--- config.mk ---
export PLATFORM = sky130hd
export DESIGN_NAME = prng_periph
export DESIGN_NICKNAME = d
export VERILOG_FILES = /design/src/rtl/prng_periph.sv
export SDC_FILE = /design/constraint.sdc
export NUM_CORES = 1
export LEC_CHECK = 0
export CAP_MARGIN = 20
export CORE_MARGIN = 5
export CORE_UTILIZATION = 46
export DETAILED_ROUTE_END_ITERATION = 8
export PLACE_DENSITY = 0.86
export SLEW_MARGIN = 20
export SYNTH_ARGS = -nofsm -noshare
export SYNTH_HDL_FRONTEND = slang
export SYNTH_SLANG_ARGS = --single-unit
export TNS_END_PERCENT = 20
--- constraint.sdc ---
create_clock -name clk -period 3 [get_ports clk]
set_clock_uncertainty 0.2 [all_clocks]
set_input_delay 0.45 -clock clk [delete_from_list [all_inputs] [get_ports clk]]
set_output_delay 0.45 -clock clk [all_outputs]
set_load 0.01 [all_outputs]
--- src/rtl/prng_periph.sv ---
// prng_periph: memory-mapped pseudo-random number peripheral for the picosoc bus.
// It has a byte-writable seed register, a control register (steps, mode) and a
// data register. Reading the data register stalls the bus through reg_dat_wait
// while the generator advances a programmable number of steps. The generator is
// either a Galois right-shift LFSR or a linear counter.
// Optional feature: define PRNG_READ_COUNT_EN to add reg_cnt_do, a 32-bit count
// of completed reads that is cleared by reset and by any seed write.
module prng_periph #(
    parameter int          WIDTH         = 32,
    parameter logic [31:0] SEED_RESET    = 32'hDEAD_BEEF,
    parameter logic [31:0] TAPS          = 32'h8020_0003,
    parameter logic [7:0]  STEPS_DEFAULT = 8'd1
) (
    input  logic                 clk,
    input  logic                 reset,
    input  logic [WIDTH/8-1:0]   reg_seed_we,
    input  logic [WIDTH-1:0]     reg_seed_di,
    output logic [WIDTH-1:0]     reg_seed_do,
    input  logic                 reg_ctrl_we,
    input  logic [31:0]          reg_ctrl_di,
    output logic [31:0]          reg_ctrl_do,
    input  logic                 reg_dat_re,
    output logic [WIDTH-1:0]     reg_dat_do,
    output logic                 reg_dat_wait
`ifdef PRNG_READ_COUNT_EN
    ,
    output logic [31:0]          reg_cnt_do
`endif
);

    localparam logic [1:0] S_IDLE = 2'd0;
    localparam logic [1:0] S_RUN  = 2'd1;
    localparam logic [1:0] S_DONE = 2'd2;

    localparam logic [WIDTH-1:0] SEED_W = SEED_RESET[WIDTH-1:0];
    localparam logic [WIDTH-1:0] TAPS_W = TAPS[WIDTH-1:0];
    localparam logic [WIDTH-1:0] ONE_W  = {{(WIDTH-1){1'b0}}, 1'b1};

    logic [WIDTH-1:0] r_seed;
    logic [WIDTH-1:0] r_state;
    logic [7:0]       r_steps;
    logic             r_mode;
    logic [1:0]       r_fsm;
    logic [7:0]       r_cnt;
    logic             r_run_mode;
    logic             r_reload_pend;
    logic             w_seed_wr;
    logic             w_wait;

    // One generator step: counter increments and wraps; LFSR shifts right with
    // Galois feedback, and an all-zero state is forced to 1 so it cannot lock up.
    function automatic logic [WIDTH-1:0] f_step(input logic [WIDTH-1:0] s,
                                                input logic             mode);
        logic [WIDTH-1:0] nxt;
        if (mode) begin
            nxt = s + ONE_W;
        end else if (s == '0) begin
            nxt = ONE_W;
        end else if (s[0]) begin
            nxt = (s >> 1) ^ TAPS_W;
        end else begin
            nxt = s >> 1;
        end
        return nxt;
    endfunction

    assign w_seed_wr = |reg_seed_we;

    // Seed register: each enabled byte lane takes the bus data.
    always_ff @(posedge clk) begin
        if (reset) begin
            r_seed <= SEED_W;
        end else begin
            for (int b = 0; b < WIDTH/8; b++) begin
                if (reg_seed_we[b]) begin
                    r_seed[b*8 +: 8] <= reg_seed_di[b*8 +: 8];
                end
            end
        end
    end

    // Control register: steps and mode, read by the FSM only at read acceptance.
    always_ff @(posedge clk) begin
        if (reset) begin
            r_steps <= STEPS_DEFAULT;
            r_mode  <= 1'b0;
        end else if (reg_ctrl_we) begin
            r_steps <= reg_ctrl_di[7:0];
            r_mode  <= reg_ctrl_di[8];
        end
    end

    // Read FSM, generator state and pending-reload flag. A seed written while a
    // read is in flight is only applied once the FSM is back in IDLE.
    always_ff @(posedge clk) begin
        if (reset) begin
            r_fsm         <= S_IDLE;
            r_state       <= SEED_W;
            r_reload_pend <= 1'b0;
            r_cnt         <= 8'd0;
            r_run_mode    <= 1'b0;
        end else begin
            // A new seed write keeps the flag set even in the cycle it is consumed.
            r_reload_pend <= w_seed_wr | (r_reload_pend & (r_fsm != S_IDLE));
            case (r_fsm)
                S_IDLE: begin
                    if (r_reload_pend) begin
                        r_state <= r_seed;
                    end
                    if (reg_dat_re) begin
                        r_run_mode <= r_mode;
                        r_cnt      <= r_steps;
                        r_fsm      <= (r_steps == 8'd0) ? S_DONE : S_RUN;
                    end
                end
                S_RUN: begin
                    r_state <= f_step(r_state, r_run_mode);
                    r_cnt   <= r_cnt - 8'd1;
                    if (r_cnt == 8'd1) begin
                        r_fsm <= S_DONE;
                    end
                end
                S_DONE: begin
                    r_fsm <= S_IDLE;
                end
                default: begin
                    r_fsm <= S_IDLE;
                end
            endcase
        end
    end

    // Stall: follows the strobe in IDLE, held through RUN, released in DONE.
    always_comb begin
        w_wait = 1'b0;
        case (r_fsm)
            S_IDLE:  w_wait = reg_dat_re;
            S_RUN:   w_wait = 1'b1;
            default: w_wait = 1'b0;
        endcase
    end

`ifdef PRNG_READ_COUNT_EN
    logic [31:0] r_rd_cnt;

    // Completed-read counter: counts DONE cycles, cleared by any seed write.
    always_ff @(posedge clk) begin
        if (reset || w_seed_wr) begin
            r_rd_cnt <= 32'd0;
        end else if (r_fsm == S_DONE) begin
            r_rd_cnt <= r_rd_cnt + 32'd1;
        end
    end

    assign reg_cnt_do = r_rd_cnt;
`endif

    assign reg_seed_do  = r_seed;
    assign reg_ctrl_do  = {23'd0, r_mode, r_steps};
    assign reg_dat_do   = r_state;
    assign reg_dat_wait = w_wait;

endmodule

# Yosys cells after proc, flatten, opt, wreduce, memory -nomap -nowiden
# Cells that the tools add are included.
[totals]
rom_bits = 0
latchBits = 0
mem_bits_rw = 0
out_inout_bits = 97
wordCells = 43
ff_bits = 85
mem_count = 0
[op_classes]
eq_ne = 5
reduce_logical = 10
shifts = 0
div_mod_pow = 0
mul = 0
bitwise = 3
n_lt_le_gt_ge = 0
n_addsub = 2
n_mux = 12
[ops]
columns = ["cell", "count"]
rows = [
  ["32-bit 2-to-1 mux", 4],
  ["32-bit case mux with 2 select lines", 1],
  ["32-bit by 1-bit adder with 32-bit output, second input constant", 1],
  ["32-bit zero test", 1],
  ["8-bit case mux with 2 select lines", 1],
  ["8-bit by 1-bit equality test with 1-bit output, second input constant", 1],
  ["8-bit zero test", 1],
  ["8-bit 2-to-1 mux", 1],
  ["2-bit AND reduction", 4],
  ["8-bit by 1-bit subtractor with 8-bit output, second input constant", 1],
  ["2-bit 2-to-1 mux", 3],
  ["2-bit inequality test, second input constant", 3],
  ["3-bit inverter with 4-bit output", 1],
  ["2-bit case mux with 2 select lines", 1],
  ["2-bit nonzero test", 2],
  ["4-bit OR reduction", 1],
  ["2-bit by 1-bit equality test with 1-bit output, second input constant", 1],
  ["2-bit zero test", 1],
  ["1-bit case mux with 2 select lines", 1],
  ["1-bit AND", 1],
  ["1-bit OR", 1],
]

# Logic depth before layout (Yosys ltp)
[logic_depth]
ltp_word = 5
mapped_depth = 9
ltp_nobuf = 7

# Least setup slack after synthesis
# Ideal clock, no wire load.
[synth_timing]
path_type = "flip-flop to flip-flop"
start = "register r_state[1], in the netlist reg_dat_do[1]"
end = "register r_state[26], in the netlist reg_dat_do[26]"
setup_slack_ns = 0.535
arrival_ns = 2.148
setup_ns = 0.116
synth_period_minus_slack_ns = 2.465
path_stages_with_launch = 8
cell_sequence = "dfxtp_1 -> ha_1 -> and2_1 -> nand3_1 -> or3_1 -> clkbuf_1 -> or4_1 -> a31o_2"
[synth_via]
elab_chain_len = 4
[synth_lines]
columns = ["element", "line", "text"]
rows = [
  ["from (decl)", "40", "logic [WIDTH-1:0] r_state;"],
  ["from (signal assigned)", "108", "r_state <= r_seed;"],
  ["from (signal assigned)", "117", "r_state <= f_step(r_state, r_run_mode);"],
  ["branches (longest 2 deep; another with 32-bit by 1-bit adder with 32-bit output)", "--", ""],
  ["32-bit 2-to-1 mux *", "55", "if (mode) begin"],
  ["32-bit case mux with 2 select lines *", "105", "case (r_fsm)"],
]
# Every way passes the cells marked *.
# A chain may end at the register's enable or synchronous reset.

# Worst setup path in the final report
[layout_timing]
start = "register r_fsm[0]"
end = "output port reg_dat_wait"
[layout_via]
elab_chain_len = 2
[layout_lines]
columns = ["element", "line", "text"]
rows = [
  ["from (decl)", "43", "logic [1:0] r_fsm;"],
  ["from (signal assigned)", "113", "r_fsm <= (r_steps == 8'd0) ? S_DONE : S_RUN;"],
  ["2-bit by 1-bit equality test with 1-bit output / 2-bit zero test (equally long branches)", "136", "case (r_fsm)"],
  ["1-bit case mux with 2 select lines *", "136", ""],
  ["to (decl)", "24", "output logic reg_dat_wait"],
]
# Every way passes the cells marked *; elsewhere a longest branch is shown, timed or not.

==> flow_summary.yaml <==
power:
  seqPwrFrac_pct: 42.6
  p_per_area_nw_per_um2: 522
  pwr-share-comb_pct: 29.4
  p_clk_share_pct: 28.0
  power.total_mw: 3.32
  leakage_nw: 2.50
  p_switching_mw: 1.13
  swShare_pct: 33.9
  p_int_mw: 2.20
  ir_drop_mv: 0.283
critical_path:
  critPathArrivalTime_ps: 2130
  cp-start-kind: "register"
  slowest_delay_ps: 610
  cp_top_family: "buffers and inverters"
  path_class: "reg -> out"
  slowest_stage: "dfxtp_1"
  r2r_slack_ps: 320
  crit_chain: "buf_4 -> o21ai_1 -> inv_1 -> clkdlybuf4s50_1"
  path_buf_inv: 3
  end_kind: "output pin"
  cp_max_fo: 15
  required_ps: 2350
timing:
  min_period_ps: 2780
  fmax_mhz: 360
  setup_viol: 0
  fin_tns_setup_ps: 0
  rsz0062_at_grt: "no"
  period_share_pct: 92.7
  maxSlewViolCount: 0
  tightestPinTransition_ps: 709
  hold_violations: 0
  slew_headroom_pct: 52.6
placed_design:
  gp_congestion: 0.940
  dp_hpwl_mm: 11.3
  portBuffers: 122
finish:
  fillers: 918
  antenna_cells: 0
  syn2layout_area_growth_pct: 29.1
  nets: 788
  utilization_pct: 61.2
  drive_gt1_share_pct: 6.14
synthesis:
  synth_area_sq_um: 4930
  synth_edf_count: 0
  yosysTopAreaCell: "dfxtp_1"
  ys.flop_type: "dfxtp_1"
  syn_avg_cell_area_sq_um: 7.96
  seq_area_frac_synth_pct: 34.5
  synth_area_leaders: "dfxtp_1, mux2i_1, nand2_1"
  synthArstFlopShare_pct: 0
  postSynthCellCount: 620
  yosysWarnings: 0
  synth_common_cells: "dfxtp_1, nand2_1, nor2_1, mux2i_1, clkbuf_1"
  synth_top_area_share_pct: 34.5
  synth_most_common_cell: "dfxtp_1"
  yosysUniqueCellTypes: 69
  ys_ff_latch: 85
route:
  route.detailed.drc: 0
  drt-met1-wl_mm: 6.43
  routed_wl_mm: 15.7
  first_iter_violations: 461
  wire_per_inst_microns: 18.4
  vias: 5115
  ant_nets: 0
  top_layer: "met4"
  vias_per_cell: 6.00
  dr_wl_met3_mm: 1.46
  dr.pass1.iters: 5
  wl_met2_mm: 7.49
die:
  core_sq_um: 10400
  initial_core_util_pct: 47.4
  fp-row-count: 37
  io_pins: 169
  die_w_microns: 114
  dieArea_sq_um: 12900
  chipHeight_microns: 114
grt:
  grt_pass1_vias: 4904
  grt_usage_pct: 24.0
  grt_pass1_wl_mm: 25.5
  overflow: 0
  antenna_found_initial: 0
  grt_max_degree: 45
clock_tree:
  cts.sinks: 85
  cts_tree: "done"
  insertion_delay_ps: 360
  cts_root_buf: "clkbuf_8"
  numCtsBuffers: 9
  cts_hold_buffers: 0
  post_cts_resize_count: 0
  cts_buffer_depth: 2
  post_cts_buffers: 0
  clk_pin_slew_ps: 90
  h-tree-depth: 3
flow_run:
  maxCapViolCount: 0
run_status:
  outcome: "complete, no violations"
hold_path:
  holdCritPathClass: "reg -> reg"
cells in the final DEF (no fill, tap or decap), types with 6 or more instances in the layout:
master / count
clkbuf_8: 10
a21oi_1: 27
xor2_1: 8
nand3_1: 18
conb_1: 23
a211oi_1: 11
nand4_1: 13
nor2_1: 51
clkdlybuf4s50_1: 122
nor4_1: 16
inv_1: 16
and2_1: 7
o21ai_0: 33
nor3_1: 22
mux2i_1: 46
nand2_1: 68
dfxtp_1: 85
or3_1: 6
o221ai_1: 6
buf_4: 16
through the flow:
step | hold slack (ps) | area [sq um] | worst slack, ps | cells
5_1_grt | 305 | 6370 | 121 | 853
2_1_floorplan | 245 | 5020 | 535 | 642
4_1_cts | 279 | 6370 | 261 | 853
6_report | 277 | 6370 | 219 | 853
3_5_place_dp | 266 | 6150 | 339 | 837
3_3_place_gp | 265 | 6150 | 402 | 837
power by group through the flow:
stage	Combinational [mW]	Clock [mW]	Sequential [mW]
global route	1.06	0.996	1.44
detailed placement	0.967	0	1.44
finish	0.976	0.932	1.42
floorplan	0.607	0	1.39
global placement	0.938	0	1.43
CTS	0.972	0.944	1.41
tightest hold or removal path, stage by stage (launching register included):
cell	delay, ps
dfxtp_1	330
nand2_1	60
a21oi_1	50
cells by family (layout without fill, tap and decap cells):
kind of cell / after synthesis / count (layout) / share of synthesized area [%]
DFF: 85 / 85 / 34.5
adders and majority gates: 4 / 4 / 1.01
other: 1 / 23 / 0.0760
xor gates and xnor gates: 13 / 13 / 2.31
and+or+nand+nor: 227 / 227 / 22.6
muxes: 48 / 48 / 9.79
buffers and inverters: 97 / 172 / 9.51
AOI/OAI and AO/OA: 145 / 145 / 20.2
registers in the layout (all words and copies together), names as in the netlist:
signal / count
r_steps: 8
reg_seed_do: 32
r_reload_pend: 1
r_mode: 1
r_cnt: 8
r_fsm: 2
reg_dat_do: 32
r_run_mode: 1
final timing paths:
check,startpoint,endpoint,depth (start not counted)
max,r_fsm[0],reg_dat_wait,4
min,r_mode,r_run_mode,2
max reg2reg,reg_dat_do[0],reg_dat_do[26],6
min reg2reg,r_mode,r_run_mode,2
routing by layer:
layer  global-route usage (%)  vias to the layer above
li1                         -                     2391
met1                     31.4                     2407
met2                     40.2                      284
met3                     4.67                       33
met4                     7.13                        0
met5                        0                        -
area by class of cell:
| type | instances | area [sq um] | area share, % |
|---|---|---|---|
| clock buffers | 11 | 141 | 2.22 |
| clock inverters | 5 | 83.8 | 1.32 |
| inverters | 17 | 63.8 | 1.00 |
| multi-input cells | 460 | 2850 | 44.7 |
| flip-flops and latches | 85 | 1700 | 26.7 |
| well taps | 136 | 170 | 2.67 |
| repair buffers | 139 | 1360 | 21.4 |
No activity file was read; power rests on OpenSTA's default activity.
